$ cat config.mk
export PLATFORM = sky130hd
export DESIGN_NAME = vga_timing_gen
export DESIGN_NICKNAME = d
export VERILOG_FILES = /design/src/rtl/vga_timing_pkg.sv /design/src/rtl/vga_sync_delay.sv /design/src/rtl/vga_timing_gen.sv
export SDC_FILE = /design/constraint.sdc
export NUM_CORES = 1
export LEC_CHECK = 0
export CAP_MARGIN = 0
export CORE_ASPECT_RATIO = 1.75
export CORE_MARGIN = 3
export CORE_UTILIZATION = 55
export DETAILED_ROUTE_END_ITERATION = 8
export PLACE_DENSITY_LB_ADDON = 0.08
export SLEW_MARGIN = 20
export SYNTH_ARGS = -nofsm -noshare
export SYNTH_HDL_FRONTEND = slang
export SYNTH_SLANG_ARGS = --single-unit
$ cat constraint.sdc
create_clock -name vga_clk -period 4.6 [get_ports vga_clk]
set_input_delay 0.69 -clock vga_clk [delete_from_list [all_inputs] [get_ports vga_clk]]
set_output_delay 0.69 -clock vga_clk [all_outputs]
set_load 0.05 [all_outputs]
$ cat src/rtl/vga_timing_pkg.sv
// Default 640x480@60 raster constants and the coordinate type shared by the VGA timing block.
package vga_timing_pkg;

  localparam int DEF_H_VISIBLE  = 640;
  localparam int DEF_H_FRONT    = 16;
  localparam int DEF_H_SYNC     = 96;
  localparam int DEF_H_BACK     = 48;
  localparam int DEF_V_VISIBLE  = 480;
  localparam int DEF_V_FRONT    = 10;
  localparam int DEF_V_SYNC     = 2;
  localparam int DEF_V_BACK     = 33;
  localparam int DEF_PIPE_DEPTH = 2;

  localparam int H_TOTAL  = DEF_H_VISIBLE + DEF_H_FRONT + DEF_H_SYNC + DEF_H_BACK;
  localparam int V_TOTAL  = DEF_V_VISIBLE + DEF_V_FRONT + DEF_V_SYNC + DEF_V_BACK;
  localparam int HS_START = DEF_H_VISIBLE + DEF_H_FRONT;
  localparam int HS_END   = HS_START + DEF_H_SYNC;
  localparam int VS_START = DEF_V_VISIBLE + DEF_V_FRONT;
  localparam int VS_END   = VS_START + DEF_V_SYNC;

  typedef logic [9:0] coord_t;

endpackage

$ cat src/rtl/vga_sync_delay.sv
// Shift register of DEPTH stages, advancing on ce, with a per-bit reset value loaded into every stage.
module vga_sync_delay #(
  parameter int               DEPTH   = 2,
  parameter int               WIDTH   = 1,
  parameter logic [WIDTH-1:0] RST_VAL = '0
) (
  input  logic             clk,
  input  logic             rst_n,
  input  logic             ce,
  input  logic [WIDTH-1:0] din,
  output logic [WIDTH-1:0] dout
);

  logic [WIDTH-1:0] stage [DEPTH];

  always_ff @(posedge clk or negedge rst_n) begin
    if (!rst_n) begin
      for (int i = 0; i < DEPTH; i++) stage[i] <= RST_VAL;
    end else if (ce) begin
      stage[0] <= din;
      for (int i = 1; i < DEPTH; i++) stage[i] <= stage[i-1];
    end
  end

  assign dout = stage[DEPTH-1];

endmodule

$ cat src/rtl/vga_timing_gen.sv
// Raster timing source: pixel coordinates, active-video flag, sync pulses and frame counter.
// Define VGA_TIMING_PIPE_EN to delay blank/hs/vs by PIPE_DEPTH pixels through vga_sync_delay.
module vga_timing_gen
  import vga_timing_pkg::*;
#(
  parameter int H_VISIBLE  = DEF_H_VISIBLE,
  parameter int H_FRONT    = DEF_H_FRONT,
  parameter int H_SYNC     = DEF_H_SYNC,
  parameter int H_BACK     = DEF_H_BACK,
  parameter int V_VISIBLE  = DEF_V_VISIBLE,
  parameter int V_FRONT    = DEF_V_FRONT,
  parameter int V_SYNC     = DEF_V_SYNC,
  parameter int V_BACK     = DEF_V_BACK,
  parameter int PIPE_DEPTH = DEF_PIPE_DEPTH
) (
  input  logic       vga_clk,
  input  logic       reset_n,
  input  logic       pix_ce,
  output coord_t     DrawX,
  output coord_t     DrawY,
  output logic       blank,
  output logic       hs,
  output logic       vs,
  output logic       frame_start,
  output logic [7:0] frame_cnt
);

  localparam int HTOT = H_VISIBLE + H_FRONT + H_SYNC + H_BACK;
  localparam int VTOT = V_VISIBLE + V_FRONT + V_SYNC + V_BACK;

  localparam coord_t H_LAST = coord_t'(HTOT - 1);
  localparam coord_t V_LAST = coord_t'(VTOT - 1);
  localparam coord_t H_VIS  = coord_t'(H_VISIBLE);
  localparam coord_t V_VIS  = coord_t'(V_VISIBLE);
  localparam coord_t HS_BEG = coord_t'(H_VISIBLE + H_FRONT);
  localparam coord_t HS_FIN = coord_t'(H_VISIBLE + H_FRONT + H_SYNC);
  localparam coord_t VS_BEG = coord_t'(V_VISIBLE + V_FRONT);
  localparam coord_t VS_FIN = coord_t'(V_VISIBLE + V_FRONT + V_SYNC);

  if (HTOT > 1024 || VTOT > 1024) begin : g_total_check
    $error("vga_timing_gen: H_TOTAL and V_TOTAL must not exceed 1024");
  end
  if (PIPE_DEPTH < 1) begin : g_depth_check
    $error("vga_timing_gen: PIPE_DEPTH must be at least 1");
  end

  coord_t x_nxt, y_nxt;
  logic   blank_nxt, hs_nxt, vs_nxt, fs_nxt, frame_wrap;
  logic   blank_r, hs_r, vs_r;
  // Distinguishes the post-reset entry into (0,0) from a real frame wrap.
  logic   running;

  always_comb begin
    x_nxt = DrawX + coord_t'(1);
    y_nxt = DrawY;
    if (DrawX == H_LAST) begin
      x_nxt = '0;
      y_nxt = (DrawY == V_LAST) ? '0 : DrawY + coord_t'(1);
    end
  end

  // Qualifiers come from the next coordinates so they register alongside them.
  assign frame_wrap = (DrawX == H_LAST) && (DrawY == V_LAST);
  assign blank_nxt  = (x_nxt < H_VIS) && (y_nxt < V_VIS);
  assign hs_nxt     = !((x_nxt >= HS_BEG) && (x_nxt < HS_FIN));
  assign vs_nxt     = !((y_nxt >= VS_BEG) && (y_nxt < VS_FIN));
  assign fs_nxt     = (x_nxt == '0) && (y_nxt == '0);

  always_ff @(posedge vga_clk or negedge reset_n) begin
    if (!reset_n) begin
      DrawX       <= H_LAST;
      DrawY       <= V_LAST;
      blank_r     <= 1'b0;
      hs_r        <= 1'b1;
      vs_r        <= 1'b1;
      frame_start <= 1'b0;
      frame_cnt   <= 8'd0;
      running     <= 1'b0;
    end else if (pix_ce) begin
      DrawX       <= x_nxt;
      DrawY       <= y_nxt;
      blank_r     <= blank_nxt;
      hs_r        <= hs_nxt;
      vs_r        <= vs_nxt;
      frame_start <= fs_nxt;
      running     <= 1'b1;
      if (running && frame_wrap) frame_cnt <= frame_cnt + 8'd1;
    end
  end

`ifdef VGA_TIMING_PIPE_EN
  vga_sync_delay #(
    .DEPTH   (PIPE_DEPTH),
    .WIDTH   (3),
    .RST_VAL (3'b110)
  ) u_sync_delay (
    .clk   (vga_clk),
    .rst_n (reset_n),
    .ce    (pix_ce),
    .din   ({hs_r, vs_r, blank_r}),
    .dout  ({hs, vs, blank})
  );
`else
  assign blank = blank_r;
  assign hs    = hs_r;
  assign vs    = vs_r;
`endif

endmodule
# --- Word level (Yosys, flattened, before mapping) ---
# Cells that the tools add are included.
word_totals:
  inputBits: 3
  regBits: 33
  word_cells: 33
classes:
  add_sub_neg: 3
  n_reduce_logical: 11
  order_cmp: 6
  eq_ne: 2
  muxes: 3
op_table:
  columns: ["operator", "count"]
  rows:
  - ["2-to-1 mux 10 bit", 3]
  - ["adder 10 x 1 -> 10 bit, second input constant", 2]
  - ["== test 10 bit, second input constant", 2]
  - ["zero test 10 bit", 2]
  - ["less-than comparator 10 bit, second input constant", 2]
  - ["less-than comparator 10 x 9 -> 1 bit, second input constant", 2]
  - ["greater-or-equal comparator 10 bit, second input constant", 1]
  - ["greater-or-equal comparator 10 x 9 -> 1 bit, second input constant", 1]
  - ["adder 8 x 1 -> 8 bit, second input constant", 1]
  - ["logical AND 1 bit", 6]
  - ["zero test 1 bit", 2]
  - ["AND reduction 2 bit", 1]

# --- Depth between registers and ports, before layout ---
# Gate-level depths: netlist of run 1.
logic_depth:
  depth_word: 6
  depth_mapped: 9
  mapped_depth_nobuf: 8

# --- Worst setup path after synthesis of run 1 ---
# OpenSTA, ideal clock, no wires.
synth_path:
  path_kind: "register to register"
  startpoint: "reg DrawX[0]"
  endpoint: "reg vs_r (netlist: vs)"
  stages_incl_launch_ff: 9
  setup_slack_ns: 1.813
  arrival_time_ns: 2.704
  cell_sequence: "dfstp_2 ha_1 buf_4 nand4_4 or4_1 buf_4 nor4_1 o221ai_1 o32a_1"
synth_between:
  elab_chain_cells: 5
synth_rtl:
  columns: ["element", "line_no", "text"]
  rows:
  - ["start, declared", "vga_timing_gen.sv:19", "output coord_t DrawX,"]
  - ["start signal, assigned", "vga_timing_gen.sv:80", "DrawX <= x_nxt;"]
  - ["== test 10 bit (*)", "vga_timing_gen.sv:56", "if (DrawX == H_LAST) begin"]
  - ["2-to-1 mux 10 bit (*)", "vga_timing_gen.sv:56", null]
  - ["greater-or-equal comparator 10 x 9 -> 1 bit or less-than comparator 10 x 9 -> 1 bit (tied branches)", "vga_timing_gen.sv:66", "assign vs_nxt = !((y_nxt >= VS_BEG) && (y_nxt < VS_FIN));"]
  - ["logical AND 1 bit (*)", "vga_timing_gen.sv:66", null]
  - ["zero test 1 bit (*)", "vga_timing_gen.sv:66", null]
  - ["end signal, assigned", "vga_timing_gen.sv:84", "vs_r <= vs_nxt;"]
  - ["end, declared", "vga_timing_gen.sv:49", "logic blank_r, hs_r, vs_r;"]
# Mark *: on every way between the ends. The rest lies on a longest branch, timed or not.
# A chain may end at the register's enable or synchronous reset.

# --- Worst setup path after layout of run 1 ---
# Ends and elaborated chain as after synthesis.

==> run summary, run 1 <==
The number of filler cells placed in the layout is 325, and the count of cells along the worst hold path is 1. The largest stage delay on the critical path is 0.71 ns, and the layout overhead on the synthesized area is 19.2%. The design draws 0.00105 W. For the post-detailed-route DRC marker count, the log shows 0. The tools report the number of global-route vias before repair as 1851. After routing, the total negative slack on setup checks comes to 0 ns.

The worst path in the final design needs a cycle of 2.96 ns, including I/O delays and setup. After detailed routing, the average wire length per cell comes to 15.9 um. The commonest cells after synthesis are 27 x nand2_1, 21 x dfrtp_1, 18 x nand3_1.

The logs give 0 for the quantity of hold-fixing buffers added after cts and 5.03 mm for the routed wire length. The cell type contributing the most total cell area after synthesis is dfrtp_1. The number of buffer and inverter stages on the critical path works out to 0. The endpoint of the worst register-to-register path is vs. Between clock sinks in the finished design, the worst skew comes to 0.00758 ns. The number of max-slew violations in the final report is 0. Class of the most critical hold timing path: register to register. Yosys instantiated no cell more often than nand2_1. Walking the worst path, the cells encountered are ha_1 -> nand4_4 -> or4_1 -> nor4_1 -> o221ai_1 -> o32a_1.

The run gives 38.3% as the proportion of synthesized chip area in sequential cells. The origin of the worst min-delay path was frame_cnt[7]. After detailed placement, the total cell area comes to 2510 sq um. The startpoint identified for the worst register-to-register timing path is DrawX[0]. Synthesis produced a netlist with a net count of 251. The clock tree root buffer cell is clkbuf_8.

The run gives 0 as the number of failing setup endpoints in the final timing report. Counting flops with a built-in enable in the synthesized netlist gives 0. The first-pass iteration count of the detailed router was 4. IR analysis of the VDD net gives a maximum drop of 0.397 mV.

In the routed layout, each cell is associated on average with a via count of 6.00. The core region is 3740 sq um. The top cell type's share of synthesized area works out to 24.0%. After layout, the worst path uses 64.3% of the clock period.

The area of the mapped netlist came out at 2190 sq um. In this run the register-to-register setup slack is 1.64 ns. For this run, the post-layout net count is 276. The number of buffers added on ports was 34; the wire length of the first global-routing pass was 8.61 mm.

The total grt overflow was 0; the arrival time at the worst endpoint was 3.18 ns. Data on the critical path is required at its endpoint by 4.82 ns. Global routing consumed, over all layers together, 24.5% of the routing resources. In this run the deepest clock path goes through 2 buffers. For the overall die area, the log shows 4810 sq um.

The count of cells along the worst register-to-register path is 6. In this run the count of I/O pins placed on the die edge is 35. Once layout is done, the placed cells without fillers occupy 2620 sq um.

In the synthesized netlist the async set-or-reset flop fraction comes to 100%. TritonCTS built the clock tree. Post-CTS setup buffer count: 0. The run gives 0 as the number of antenna violations at the first check in global routing. From bottom edge to top edge, the die measures 89.5 um. Sorting the synthesized cells by area gives the leading types as dfrtp_1 24%, dfstp_2 14%, xnor2_1 6.4%. The worst pin sits at a relative slew slack of 61.2%.

The cell count after synthesis came out at 244. The tools report the count of endpoints failing hold in the final timing report as 0. The placer congestion estimate is 0.922.

For this block, the via count after detailed routing is 1895. The count of max-cap constraint violations is 0. The die is 53.7 um wide. The transition time at the pin with the least slew margin is 0.577 ns. Setup repair after global routing left no endpoint under its margin. The remaining antenna violation count was 0. Top flip-flop cell by instance count after synthesis: dfrtp_1. Number of antenna diodes: 0. For the CTS sink count, the log shows 33.

STA classifies the critical path startpoint as a register. The floorplan has 29 rows. In this run the static leakage power is 1.04 nW. For this run, the top clock speed supported by timing is 338 MHz. The run gives 0.29 ns as the insertion delay of the later-clocked pin in the worst-skew pair. The worst setup path is captured at a register. The HPWL after detailed placement is 3.70 mm. The post-route netlist has 14.4% of its cells at a drive strength greater than 1. The critical path in this run is classified as register to register. The run finished with clean final reports.

For the number of design-rule violations left by the first detailed-router iteration, the log shows 63. Family with the most delay on the worst path: simple AND/OR/NAND/NOR gates. The Yosys step of the flow raised 0 warnings. Power spread over the standard cell area amounts to 401 nW/um^2. For this design, the slowest cell found on the critical path is or4_1. The post-synthesis register bit count came out at 33.

The path with the worst hold slack has its endpoint at frame_cnt[7]. The H-tree was split into 2 levels. The critical-path maximum fanout was 10; the synthesized area divided by synthesized cell count was 8.99 sq um. For the count of unique library cells instantiated by Yosys, the log shows 56. After clock tree synthesis, the clock-pin slew on the worst setup and hold paths is 0.07 ns.

Once the floorplan was initialized, standard cells occupied 58.7% of the core. Entering global routing, the biggest net connects 34 pins. Gates resized during post-CTS repair numbered 0. Clock tree synthesis inserted a total of 5 buffers.
routing by layer:
metal	GRT usage, %	wire, um	up-vias
met2	42.9	2750	48
met1	26.7	1950	907
li1	-	-	928
met4	13.0	153	0
met3	5.01	181	12
met5	0	0	-
report_power, final:
group	total (W)	internal, W	switching [W]
registers	0.000427	0.000343	0.0000845
logic	0.000377	0.000141	0.000236
clock network	0.000243	0.000135	0.000108
cell type report:
| class | count | area, sq um | share of cell area, % |
|---|---|---|---|
| well taps | 46 | 57.6 | 2.20 |
| flip-flops and latches | 33 | 841 | 32.2 |
| repair buffers | 37 | 363 | 13.9 |
| clock buffers | 7 | 96.3 | 3.68 |
| clock inverters | 1 | 5.00 | 0.191 |
| inverters | 5 | 18.8 | 0.718 |
| multi-input cells | 187 | 1230 | 47.2 |
worst max path at each step:
stage / end / from / depth (start not counted) / slack, ns
2_1_floorplan: vs / DrawX[0] / 8 / 1.81
3_3_place_gp: vs / DrawX[0] / 6 / 1.74
3_5_place_dp: vs / DrawX[0] / 6 / 1.65
4_1_cts: vs / DrawX[0] / 6 / 1.65
5_1_grt: vs / DrawX[0] / 6 / 1.48
6_report: vs / DrawX[0] / 6 / 1.64
layout by cell type (no fill, tap or decap), drive strengths merged, types with 7 or more instances in the layout:
cell type / instances
a21oi: 9
clkbuf: 7
clkdlybuf4s50: 34
dfrtp: 21
dfstp: 12
nand2: 27
nand3: 18
nand4: 7
nor2: 19
nor4: 7
o21ai: 14
xnor2: 16
worst register-to-register path, delay by kind of cell, from the launching register on:
| family | cells | cell delay, ns |
|---|---|---|
| compound gates | 2 | 0.52 |
| fa+ha+maj | 1 | 0.36 |
| flops | 1 | 0.59 |
| simple gates | 3 | 1.42 |
stage by stage:
| step | setup WS [ns] | std cells | hold WS, ns | utilization [%] |
|---|---|---|---|---|
| 2_1_floorplan | 1.81 | 244 | 0.394 | - |
| 3_3_place_gp | 1.74 | 308 | 0.457 | 67.3 |
| 3_5_place_dp | 1.65 | 308 | 0.457 | 67.3 |
| 4_1_cts | 1.65 | 316 | 0.471 | 70.0 |
| 5_1_grt | 1.48 | 316 | 0.480 | 70.0 |
| 6_report | 1.64 | 316 | 0.462 | 70.0 |
logic make-up after synthesis:
kind of cell	share of synthesized area, %
simple gates	27.0
compound gates	16.1
flops	38.3
buf+inv	5.42
xor+xnor	8.39
mux	2.45
fa+ha+maj	2.28
sequential cells by signal, indices dropped and copies added (netlist names):
signal and flops:
frame_start 1, blank 1, DrawX 10, DrawY 10
vs 1, running 1, frame_cnt 8, hs 1
Note: power is estimated with default switching activity, not from simulation.
==> run 2: changes to the inputs <==
--- a/config.mk
+++ b/config.mk
@@ -8,7 +8,7 @@
 export CAP_MARGIN = 0
 export CORE_ASPECT_RATIO = 1.75
 export CORE_MARGIN = 3
-export CORE_UTILIZATION = 55
+export CORE_UTILIZATION = 54
 export DETAILED_ROUTE_END_ITERATION = 8
 export PLACE_DENSITY_LB_ADDON = 0.08
 export SLEW_MARGIN = 20
==> constraint.sdc (replaced) <==
create_clock -name vga_clk -period 3.04 [get_ports vga_clk]
set_input_delay 0.456 -clock vga_clk [delete_from_list [all_inputs] [get_ports vga_clk]]
set_output_delay 0.456 -clock vga_clk [all_outputs]
set_load 0.05 [all_outputs]
==> run 2 against run 1 <==
Against the previous run:
- worst hold slack better by 0.0042 ns
- maximum frequency is 7.5% higher
- setup slack worse by 1.4 ns
- critical path type unchanged
- via count is 1.1% higher
- clock power is 77% higher
==> run summary, run 2 (synthesis gave the netlist of run 1 again) <==
The run finished with clean final reports. The run gives 0 (unchanged) as the count of endpoints failing hold in the final timing report. The number of failing setup endpoints in the final timing report came out at 0 (unchanged). The run gives 841 sq um (unchanged) as the sequential cell area. Commonest non-fill, non-tap cell in the layout: clkdlybuf4s50_1 (unchanged). The mean routed wirelength per cell was 16.0 um (was 15.9 um). The routed wire length was 5.12 mm (was 5.03 mm); the chip width was 54.2 um (was 53.7 um).

The placeable core area came out at 3900 sq um (was 3740 sq um). Startpoint of the worst setup timing path: DrawX[0] (unchanged). Register-to-register setup slack: 0.29 ns (was 1.64 ns). The register clock-pin slew on the reported worst setup and hold paths works out to 0.06 ns (was 0.07 ns). The number of antenna diodes was 0 (unchanged).

The tools report the capture point of the critical path as vs (unchanged). The tools report the category of the worst setup path launch point as a register (unchanged). The quantity of hold-fixing buffers added after cts was 0 (unchanged). Maximum number of pins on one net before global-route repair: 34 (unchanged).

The critical-path maximum fanout was 7 (was 10); the required time of the critical path was 3.25 ns (was 4.82 ns). The logs give 0.00165 W (was 0.00105 W) for the total power and 0.29 ns (about the same) for the insertion delay of the later-clocked pin in the worst-skew pair. The clock buffer count from CTS came out at 5 (unchanged).

The number of antenna violations at the first check in global routing was 0 (unchanged); the worst-case headroom to the max-slew limit was 60.7% (was 61.2%). The height of the chip was 90.3 um (was 89.5 um). The final clock period utilization by the worst path was 90.5% (was 64.3%); the per-cell via count in the routed design was 5.99 (was 6.00).

The placer congestion estimate is 0.919 (was 0.922), and the count of max-cap constraint violations is 0 (unchanged). The endpoint type of the worst setup path was a register (unchanged). The leakage dissipation came out at 1.06 nW (was 1.04 nW).

The number of buffers added on ports was 34 (unchanged); the overall die area was 4890 sq um (was 4810 sq um). The logs give 0.466 ns (was 0.462 ns) for the final hold slack and 0 (unchanged) for the total grt overflow. The number of filler cells placed in the layout was 356 (was 325); the total area of multi-input combinational cells was 1230 sq um (unchanged). The count of cells along the worst register-to-register path is 7 (was 6), and the number of design-rule violations left by the first detailed-router iteration is 52 (was 63). The transition time at the pin with the least slew margin was 0.585 ns (was 0.577 ns). The largest buffer count on any clock path was 2 (unchanged); the clock period minus worst slack was 2.75 ns (was 2.96 ns). The run gives 2 (unchanged) as the deepest level of the CTS H-tree.

The clock tree root buffer cell is clkbuf_8 (unchanged). The first-pass iteration count of the detailed router was 4 (unchanged); the starting utilization of the core area was 56.2% (was 58.7%). The tools report the CTS sink count as 33 (unchanged).

The run gives 0 (unchanged) as the number of max-slew violations in the final report. The post-CTS setup buffer count was 0 (unchanged). The tools report the worst supply voltage drop on vdd as 0.622 mV (was 0.397 mV).

The tools report the startpoint of the lowest-slack register-to-register path as DrawX[0] (unchanged). The run gives 1916 (was 1895) as the via total after detailed routing. The layout overhead on the synthesized area was 20.7% (was 19.2%). The HPWL after detailed placement is 3.76 mm (was 3.70 mm).

The class of the most critical hold timing path was register to register (unchanged). The worst setup skew after layout is 0.0122 ns (was 0.00758 ns), and the share of layout cells above drive strength 1 is 14.7% (was 14.4%). The run gives 364 MHz (was 338 MHz) as the achievable clock frequency. The number of global-route vias before repair came out at 1851 (unchanged). Most frequent cells in the layout: 34 x clkdlybuf4s50_1, 27 x nand2_1, 21 x dfrtp_1 (unchanged). The critical path class was register to register (unchanged).

The tools report the arrival time at the worst endpoint as 2.96 ns (was 3.18 ns). Setup repair after global routing left no endpoint under its margin. The number of top-level pins is 35 (unchanged).

Regs by FF count: DrawX: 10 flops, DrawY: 10 flops, frame_cnt: 8 flops (unchanged). The sum of negative setup slack is 0 ns (unchanged). Wire length of the first global-routing pass: 8.64 mm (was 8.61 mm).

The endpoint of the worst register-to-register path was vs (unchanged). The combined global-route utilization of all metal layers is 23.4% (was 24.5%). The number of placement rows was 30 (was 29). The remaining antenna violation count is 0 (unchanged), and the post-detailed-route DRC marker count is 0 (unchanged). The run gives 278 (was 276) as the number of nets in the layout. The tools report the total of cells resized after clock tree synthesis as 0 (unchanged). TritonCTS built the clock tree. The ratio of total power to cell area came out at 624 nW/um^2 (was 401 nW/um^2).
-- run 2: worst max-delay path, cell delays in order, from the launching register on --
cell	delay (ns)
dfstp_2	0.58
ha_1	0.24
nand4_4	0.15
or4_1	0.66
nor2_1	0.22
a21boi_0	0.32
o221ai_1	0.17
o32a_1	0.34
-- run 2: area by class of cell --
class / count / share of cell area (%)
clock buffer: 7 / 3.26
tap: 48 / 2.27
clock inverter: 1 / 1.13
timing repair buffer: 39 / 14.3
multi-input combinational: 187 / 46.6
sequential: 33 / 31.8
inverter: 5 / 0.709
-- run 2: report_power, final --
part | switching (W) | internal, W | total (W)
Combinational | 0.000356 | 0.000219 | 0.000575
Clock | 0.000162 | 0.000267 | 0.000429
Sequential | 0.000130 | 0.000519 | 0.000649
-- run 2: stage by stage --
stage / setup WS, ns / instance area (sq um) / utilization, % / instances
floorplan: 0.253 / 2190 / - / 244
global placement: 0.429 / 2530 / 64.8 / 312
detailed placement: 0.335 / 2530 / 64.8 / 312
CTS: 0.296 / 2650 / 67.8 / 320
global route: 0.144 / 2650 / 67.8 / 320
finish: 0.289 / 2650 / 67.8 / 320
-- run 2: worst min-delay path by stage --
stage          slack (ns)           end    startpoint  cells past startpoint
2_1_floorplan        0.16      DrawX[5]       reset_n                      0
3_3_place_gp         0.46  frame_cnt[7]  frame_cnt[7]                      1
3_5_place_dp         0.46  frame_cnt[7]  frame_cnt[7]                      1
4_1_cts              0.47  frame_cnt[7]  frame_cnt[7]                      1
5_1_grt              0.50  frame_cnt[7]  frame_cnt[7]                      1
6_report             0.47  frame_cnt[7]  frame_cnt[7]                      1
-- run 2: metal layers --
layer  track usage [%]  wire length, um  vias up
met3              4.13              187       19
met4              14.1              229        0
met5                 0                0        -
met2              37.3             2660       54
li1                  -                -      937
met1              27.6             2050      906
==> RTL change: new RTL, settings of run 2 <==
Reset style: synchronous (`reset_n`), changed in one clocked block.
--- a/src/rtl/vga_timing_gen.sv
+++ b/src/rtl/vga_timing_gen.sv
@@ -67,5 +67,5 @@
   assign fs_nxt     = (x_nxt == '0) && (y_nxt == '0);
 
-  always_ff @(posedge vga_clk or negedge reset_n) begin
+  always_ff @(posedge vga_clk) begin
     if (!reset_n) begin
       DrawX       <= H_LAST;
Function: differs if reset_n is asserted again (counterexample within 4 cycles, from zero or initial values and one cycle with reset_n low); with reset_n held inactive, the same outputs for 10 cycles.
==> RTL change against run 2 <==
Non-clock buffer count increased by 3. Synthesized area decreased by 8.0%. Setup slack improved by 0.11 ns. Sequential cell count unchanged. Global-route usage increased by 2.9 points. Total power decreased by 26%. Clock power decreased by 23%. Design area decreased by 6.6%. Routed wire length increased by 1.4%. Critical endpoint is now frame_start$_SDFFE_PN0P_. Highest routed layer unchanged.
==> RTL change: results <==
set metrics [dict create \
    reg2reg_slack_ns 0.40 \
    slowest_delay_ns 0.43 \
    async_reset_ff_share_pct 0 \
    vdd_drop_max_mv 0.348 \
    m1WireLength_um 1820 \
    fin_nets 288 \
    crit_slowest_cell "dfxtp_1" \
    swShare_pct 37.7 \
    placedCellCount 319 \
    grt_usage_pct 26.3 \
    r2r_cells 8 \
    grt_max_degree 32 \
    yosys-top-cells-area "dfxtp_1 (33%), xnor2_1 (4.8%), nand2_1 (4.7%), nand3_1 (4.5%), xor2_1 (4.3%)" \
    reg2reg_to "frame_start$_SDFFE_PN0P_" \
    fillers 280 \
    grt_pass1_wl_um 8880 \
    synth_cell_types 49 \
    p_leak_nw 0.936 \
    clkPwrFrac_pct 27.0 \
    initialDrtViolationCount 81 \
    critPathArrivalTime_ns 2.85 \
    tightest_slew_ns 0.515 \
    outcome "finished clean" \
    ys.flop_type "dfxtp_1" \
    placedInstanceArea_mm2 0.00239 \
    finalClockSkew_ns 0.00641 \
    whs_ns 0.460 \
    synth_nets 257 \
    synth-seq-area-share_pct 32.8 \
    seq_power_w 0.000498 \
    gp_congestion 0.983 \
    synth_cells 250 \
    wl_met3_um 259 \
    stdcell_count 327 \
    avgRoutedWirePerCell_um 15.9 \
]
RTL change: cells by family (layout without fill, tap and decap cells):
logic type	count (synthesis)	in the layout	share of synthesized area (%)
buffers and inverters	22	54	5.09
adders and majority gates	4	4	2.48
xor gates and xnor gates	21	21	9.12
DFF	33	33	32.8
AOI/OAI and AO/OA	52	52	17.6
and+or+nand+nor	114	114	31.0
muxes	4	4	1.99
RTL change: layer usage:
metal	global-route usage (%)	up-vias
met1	25.4	914
li1	-	965
met3	4.48	25
met4	20.7	0
met5	0	-
met2	46.8	71
RTL change: per-stage QoR:
step	worst slack [ns]	util [%]	power, W
floorplan	0.458	-	0.000781
global placement	0.547	68.8	0.000891
detailed placement	0.468	68.8	0.000894
CTS	0.448	71.3	0.00123
global route	0.174	71.3	0.00129
finish	0.403	71.3	0.00122
RTL change: area by class of cell:
class,instances,area (µm²),area share [%]
multi-input cells,195,1250,50.7
flip-flops and latches,33,661,26.7
repair buffers,42,400,16.2
clock buffers,5,68.8,2.78
well taps,45,56.3,2.28
clock inverters,3,17.5,0.709
inverters,4,15.0,0.607
RTL change: worst reg2reg max path: cells and delay by family, from the launching register on:
family	cells	cell delay [ns]
simple gates	4	1.07
flops	1	0.43
mux	1	0.32
fa+ha+maj	1	0.27
compound gates	1	0.27
buf+inv	1	0.20
RTL change: how the worst max path moves through the flow:
stage	endpoint	slack, ns	cells after the start
3_5_place_dp	DrawY[4]$_SDFFE_PN0P_	0.47	7
3_3_place_gp	frame_cnt[5]$_SDFFE_PN0P_	0.55	7
6_report	frame_start$_SDFFE_PN0P_	0.40	8
5_1_grt	DrawY[5]$_SDFFE_PN0P_	0.17	7
4_1_cts	DrawY[5]$_SDFFE_PN0P_	0.45	7
2_1_floorplan	vs$_SDFFE_PN1P_	0.46	8
